===== src/rtl/mips_pkg.sv =====
// Shared MIPS pipeline definitions: fetch FSM encoding, word constants and
// the branch-offset helper used by fetch and execute.
package mips_pkg;

  localparam int unsigned XLEN       = 32;
  localparam int unsigned IMM_W      = 16;
  localparam int unsigned WORD_BYTES = 4;

  localparam logic [XLEN-1:0] RESET_PC_DEFAULT = 32'h0000_0000;

  typedef enum logic [1:0] {
    IDLE  = 2'd0,
    RUN   = 2'd1,
    FLUSH = 2'd2
  } fetch_state_t;

  // Branch immediate: sign-extend bit 15 into [31:18], word offset shifted left by 2.
  function automatic logic [XLEN-1:0] sext_shl2(input logic [IMM_W-1:0] imm);
    return {{(XLEN - IMM_W - 2){imm[IMM_W-1]}}, imm, 2'b00};
  endfunction

endpackage


===== src/rtl/branch_target_calc.sv =====
// Combinational sequential-PC and PC-relative branch target adders.
// Shared by the fetch stage and the execute-stage branch logic.
module branch_target_calc
  import mips_pkg::*;
(
  input  logic [XLEN-1:0]  pc,
  input  logic [IMM_W-1:0] imm16,
  output logic [XLEN-1:0]  pc_plus4,
  output logic [XLEN-1:0]  branch_target
);

  // Both sums wrap modulo 2^32; carries are intentionally dropped.
  assign pc_plus4      = pc + XLEN'(WORD_BYTES);
  assign branch_target = pc_plus4 + sext_shl2(imm16);

endmodule


===== src/rtl/fetch_stage.sv =====
// Instruction-fetch front end: PC register, imem req/ready handshake and the
// decode-facing instruction register. Optional FETCH_PERF_CNT_EN adds counters.
module fetch_stage
  import mips_pkg::*;
#(
  parameter logic [XLEN-1:0] RESET_PC = RESET_PC_DEFAULT
) (
  input  logic            clk,
  input  logic            rst,
  input  logic            stall,
  input  logic            redirect_valid,
  input  logic [XLEN-1:0] redirect_pc,
  output logic            imem_req,
  output logic [XLEN-1:0] imem_addr,
  input  logic            imem_ready,
  input  logic [XLEN-1:0] imem_rdata,
  output logic            instr_valid,
  output logic [XLEN-1:0] instr_out,
  output logic [XLEN-1:0] pc_out,
  output logic [XLEN-1:0] pc_plus4,
  output logic [XLEN-1:0] branch_target
`ifdef FETCH_PERF_CNT_EN
  ,
  output logic [XLEN-1:0] perf_fetch_cnt,
  output logic [XLEN-1:0] perf_stall_cnt
`endif
);

  localparam logic [XLEN-1:0] ALIGN_MASK = ~XLEN'(WORD_BYTES - 1);

  fetch_state_t    state;
  logic [XLEN-1:0] pc;
  logic            fetch_done;

  // Never request while a held instruction is blocked or a redirect is pending.
  assign imem_req   = (state == RUN) && !(instr_valid && stall) && !redirect_valid;
  assign imem_addr  = pc;
  assign fetch_done = imem_req && imem_ready;

  always_ff @(posedge clk) begin
    if (rst) begin
      state       <= IDLE;
      pc          <= RESET_PC;
      instr_valid <= 1'b0;
      instr_out   <= '0;
      pc_out      <= '0;
    end else if (redirect_valid) begin
      // Redirect beats stall and discards any data returning this cycle.
      state       <= FLUSH;
      pc          <= redirect_pc & ALIGN_MASK;
      instr_valid <= 1'b0;
    end else begin
      case (state)
        IDLE:    state <= RUN;
        RUN:     state <= RUN;
        FLUSH:   state <= RUN;
        default: state <= IDLE;
      endcase
      if (fetch_done) begin
        instr_out   <= imem_rdata;
        pc_out      <= pc;
        instr_valid <= 1'b1;
        pc          <= pc + XLEN'(WORD_BYTES);
      end else if (!stall) begin
        instr_valid <= 1'b0;
      end
    end
  end

  branch_target_calc u_btc (
    .pc            (pc_out),
    .imm16         (instr_out[IMM_W-1:0]),
    .pc_plus4      (pc_plus4),
    .branch_target (branch_target)
  );

`ifdef FETCH_PERF_CNT_EN
  // Saturating event counters; only reset clears them.
  always_ff @(posedge clk) begin
    if (rst) begin
      perf_fetch_cnt <= '0;
      perf_stall_cnt <= '0;
    end else begin
      if (fetch_done && (perf_fetch_cnt != '1)) begin
        perf_fetch_cnt <= perf_fetch_cnt + XLEN'(1);
      end
      if (instr_valid && stall && (perf_stall_cnt != '1)) begin
        perf_stall_cnt <= perf_stall_cnt + XLEN'(1);
      end
    end
  end
`else
  // Counters absent in this build.
`endif

endmodule


===== config.mk =====
export PLATFORM = sky130hd
export DESIGN_NAME = fetch_stage
export DESIGN_NICKNAME = d
export VERILOG_FILES = /design/src/rtl/mips_pkg.sv /design/src/rtl/branch_target_calc.sv /design/src/rtl/fetch_stage.sv
export SDC_FILE = /design/constraint.sdc
export NUM_CORES = 1
export LEC_CHECK = 0
export BUFFER_PORTS_ARGS = -buffer_cell sky130_fd_sc_hd__buf_2
export CAP_MARGIN = 20
export CORE_UTILIZATION = 45
export DETAILED_ROUTE_END_ITERATION = 10
export PLACE_DENSITY_LB_ADDON = 0.2
export SLEW_MARGIN = 20
export SYNTH_ARGS = -nofsm -noshare
export SYNTH_HDL_FRONTEND = slang
export SYNTH_SLANG_ARGS = --single-unit

===== constraint.sdc =====
create_clock -name clk -period 3.6 [get_ports clk]
set_clock_uncertainty 0.15 [all_clocks]
set_input_delay 0.36 -clock clk [delete_from_list [all_inputs] [get_ports clk]]
set_output_delay 0.36 -clock clk [all_outputs]
set_load 0.05 [all_outputs]

==> results.py <==
metrics = {
    "sta": {
        "tns_ps": -5630,
        "finalMaxSlewViolations": 0,
        "fin_ws_ps": -558,
        "slew_headroom": 0.293,
        "rsz0062_at_grt": "true",
        "max_freq_mhz": 241,
        "layout_min_cycle_time_ps": 4160,
        "setup_violations": 19,
        "tightestPinTransition_ps": 1060,
        "hold_viol": 0,
        "timing.final.crit_share": 1.15,
    },
    "hold_path": {
        "hold_class": "input port to flip-flop",
    },
    "clocking": {
        "clock_sinks": 95,
        "cts_buffers": 9,
        "clock-root-buffer": "clkbuf_16",
        "clkTransAtPathRegs_ps": 70,
        "clock_path_buffers": 2,
        "cts_tree": "yes",
        "h-tree-depth": 3,
        "cts_hold_buf": 0,
        "clock_latency_ps": 340,
    },
    "synth": {
        "synth_edf_count": 0,
        "syn_inst": 838,
        "synth_flop_cell": "dfxtp_1",
        "syn_avg_cell_area_um2": 7.36,
        "synthArstFlopShare": 0,
        "yosysSeqAreaShare": 0.308,
        "synth_cell_types": 60,
        "ys_ff_latch": 95,
        "synth.yosys.warnings": 0,
        "syn_area_mm2": 0.00617,
    },
    "outcome": {
        "violations": "negative setup slack",
        "status": "finished with violations",
    },
    "place": {
        "gp_congestion": 0.934,
        "placed_area_mm2": 0.00905,
        "place_ws_ps": -250,
        "port_buffers": 220,
        "dp_cells": 1329,
        "hpwl_um": 14800,
    },
    "cells_and_area": {
        "num_antenna_cells": 0,
        "fin_cells": 1385,
        "utilization": 0.796,
        "multiInputGateArea_mm2": 0.00540,
        "drive_gt1_frac": 0.496,
        "nFillCells": 869,
        "finalNetCount": 1309,
        "stdcell_area_mm2": 0.0106,
        "ff_latch_area_mm2": 0.00197,
        "syn2layout_area_growth_pct": 71.7,
    },
    "flow_run": {
        "drv_cap": 0,
    },
    "detailed_routing": {
        "detail_route.drc_violations": 0,
        "wire_per_inst_um": 18.5,
        "antenna_left": 0,
        "drt_first_pass_iters": 6,
        "drt_wl_total_um": 25600,
        "drt_iter0_drc": 698,
        "num_vias": 7977,
        "drt-vias-per-instance": 5.76,
    },
    "die": {
        "core_area_mm2": 0.0133,
        "num_io_pins": 231,
        "die_w_um": 119,
        "row_count": 42,
        "initial_utilization": 0.464,
        "die_y_um": 119,
        "die-area_mm2": 0.0142,
    },
    "power": {
        "ir_drop_mv": 0.224,
        "swShare": 0.305,
        "p_switching_uw": 764,
        "power_density_mw_per_mm2": 237,
        "p_leak_uw": 0.00494,
        "clkPwrFrac": 0.389,
        "combPwrFrac": 0.167,
        "seq_power_share": 0.443,
        "p_int_uw": 1740,
    },
    "worst_setup_path": {
        "critical_path.max_fanout": 4,
        "critical_path_required_ps": 3090,
        "cp-start-kind": "flip-flop",
        "arrival_ps": 3650,
        "end_kind": "output port",
        "worstSetupPathType": "flip-flop to output port",
    },
    "global_route": {
        "grt_pass1_wl_um": 35000,
        "grt-ovfl-total": 0,
        "antenna_found_initial": 1,
        "grt_start_max_net_pins": 96,
        "grt_pass1_vias": 7060,
        "grt_use_total": 0.305,
    },
}
==> power groups by stage <==
stage / sequential (µW) / clock [µW] / combinational (µW)
after floorplan: 1220 / 0 / 184
after global placement: 1130 / 0 / 385
after global routing: 1110 / 1020 / 441
after CTS: 1110 / 983 / 404
after detailed placement: 1130 / 0 / 388
final: 1110 / 975 / 420
==> timing repair <==
action	in CTS	in global routing
gates resized for setup	144	57
setup endpoints to repair	19	21
pin swaps	75	33
buffers inserted	25	19
==> stage by stage <==
step	hold slack [ps]	power, µW
floorplan	268	1410
global placement	287	1520
detailed placement	290	1520
CTS	92.3	2500
global route	105	2580
finish	99.3	2510
==> worst max-delay path: stages (launching register included) <==
cell and delay [ps]:
dfxtp_4 370, and3_4 210, and3_4 250, nand3_4 120
nor3_4 140, buf_6 130, xor2_4 180, ha_4 250
a21oi_4 170, o21ai_2 90, a221oi_2 290, o211ai_1 150
buf_4 180, o2bb2ai_2 140, a211oi_2 200, buf_4 150
xnor2_2 110, buf_6 180
==> logic make-up after synthesis <==
kind of cell             after synthesis  synth area share
flip-flops                            95             0.308
AND/OR/NAND/NOR                      356             0.262
multiplexers                           2           0.00426
XOR/XNOR                              56            0.0807
AO/OA/AOI/OAI                        231             0.224
other                                  1          0.000608
adder cells (fa/ha/maj)               36            0.0743
buffers and inverters                 61            0.0452
==> cell type report <==
cell class	count	share of cell area
Clock buffer	10	0.0216
Multi-Input combinational cell	689	0.510
Sequential cell	95	0.186
Timing Repair Buffer	398	0.251
Clock inverter	6	0.00638
Inverter	11	0.00390
Tap cell	176	0.0208
==> cells in the mapped netlist (3+ instances only) <==
master,number,area (µm²)
nand2_1,189,709
a21oi_1,121,606
dfxtp_1,95,1900
nor2_1,49,184
o21ai_0,41,205
ha_1,35,438
nand3_1,35,175
xnor2_1,32,280
clkbuf_1,29,109
xor2_1,23,201
nor3_1,18,90.1
and3_1,13,81.3
nand4_1,13,81.3
a31oi_1,12,75.1
inv_1,11,41.3
buf_2,10,50.1
buf_4,10,75.1
a21o_1,9,67.6
nor2b_1,8,50.1
o211ai_1,7,52.6
a221oi_1,6,52.6
a211oi_1,5,37.5
a22oi_1,5,37.5
and2_1,5,31.3
o21bai_1,5,37.5
a222oi_1,4,40.0
nand2b_1,4,25.0
or3_1,4,25.0
and4_1,3,26.3
nor4_1,3,18.8
==> per-layer routing <==
metal	track usage	part of all wire	up-vias
met2	0.517	0.49	455
li1	-	-	3668
met3	0.0436	0.064	110
met5	0	0	-
met1	0.390	0.40	3744
met4	0.112	0.045	0
==> state kept, by name, indices dropped and copies added (netlist names) <==
signal	count
state	2
imem_addr	30
pc_out	30
instr_valid	1
instr_out	32
==> cells in the final DEF (no fill, tap or decap), types with 7 or more instances in the layout <==
cell / synthesis / routed
nand2_1: 189 / 178
dfxtp_1: 95 / 74
a21oi_4: 0 / 8
o21ai_0: 41 / 32
inv_1: 11 / 10
buf_2: 10 / 198
clkbuf_16: 0 / 9
a31oi_1: 12 / 8
ha_4: 0 / 18
a21o_1: 9 / 9
xnor2_2: 1 / 16
xor2_2: 0 / 11
a21oi_2: 2 / 13
dfxtp_4: 0 / 17
buf_6: 0 / 45
ha_1: 35 / 16
nor2_1: 49 / 43
nor2b_1: 8 / 7
xnor2_4: 0 / 13
nor3_1: 18 / 12
nand3_1: 35 / 23
buf_4: 10 / 155
o211ai_1: 7 / 7
a21oi_1: 121 / 102
nand3_4: 0 / 8
and3_1: 13 / 8
nand4_1: 13 / 13
conb_1: 1 / 8
==> path summary, 6_finish.rpt <==
kind	start	end	slack (ps)	depth (start not counted)
worst max-delay path	pc_out[4]	branch_target[27]	-560	17
worst min-delay path	imem_rdata[29]	instr_out[29]	100	3
worst max register to register	state[1]	imem_addr[8]	1250	7
worst min register to register	instr_out[26]	instr_out[26]	300	2
Note: power is estimated with default switching activity, not from simulation.
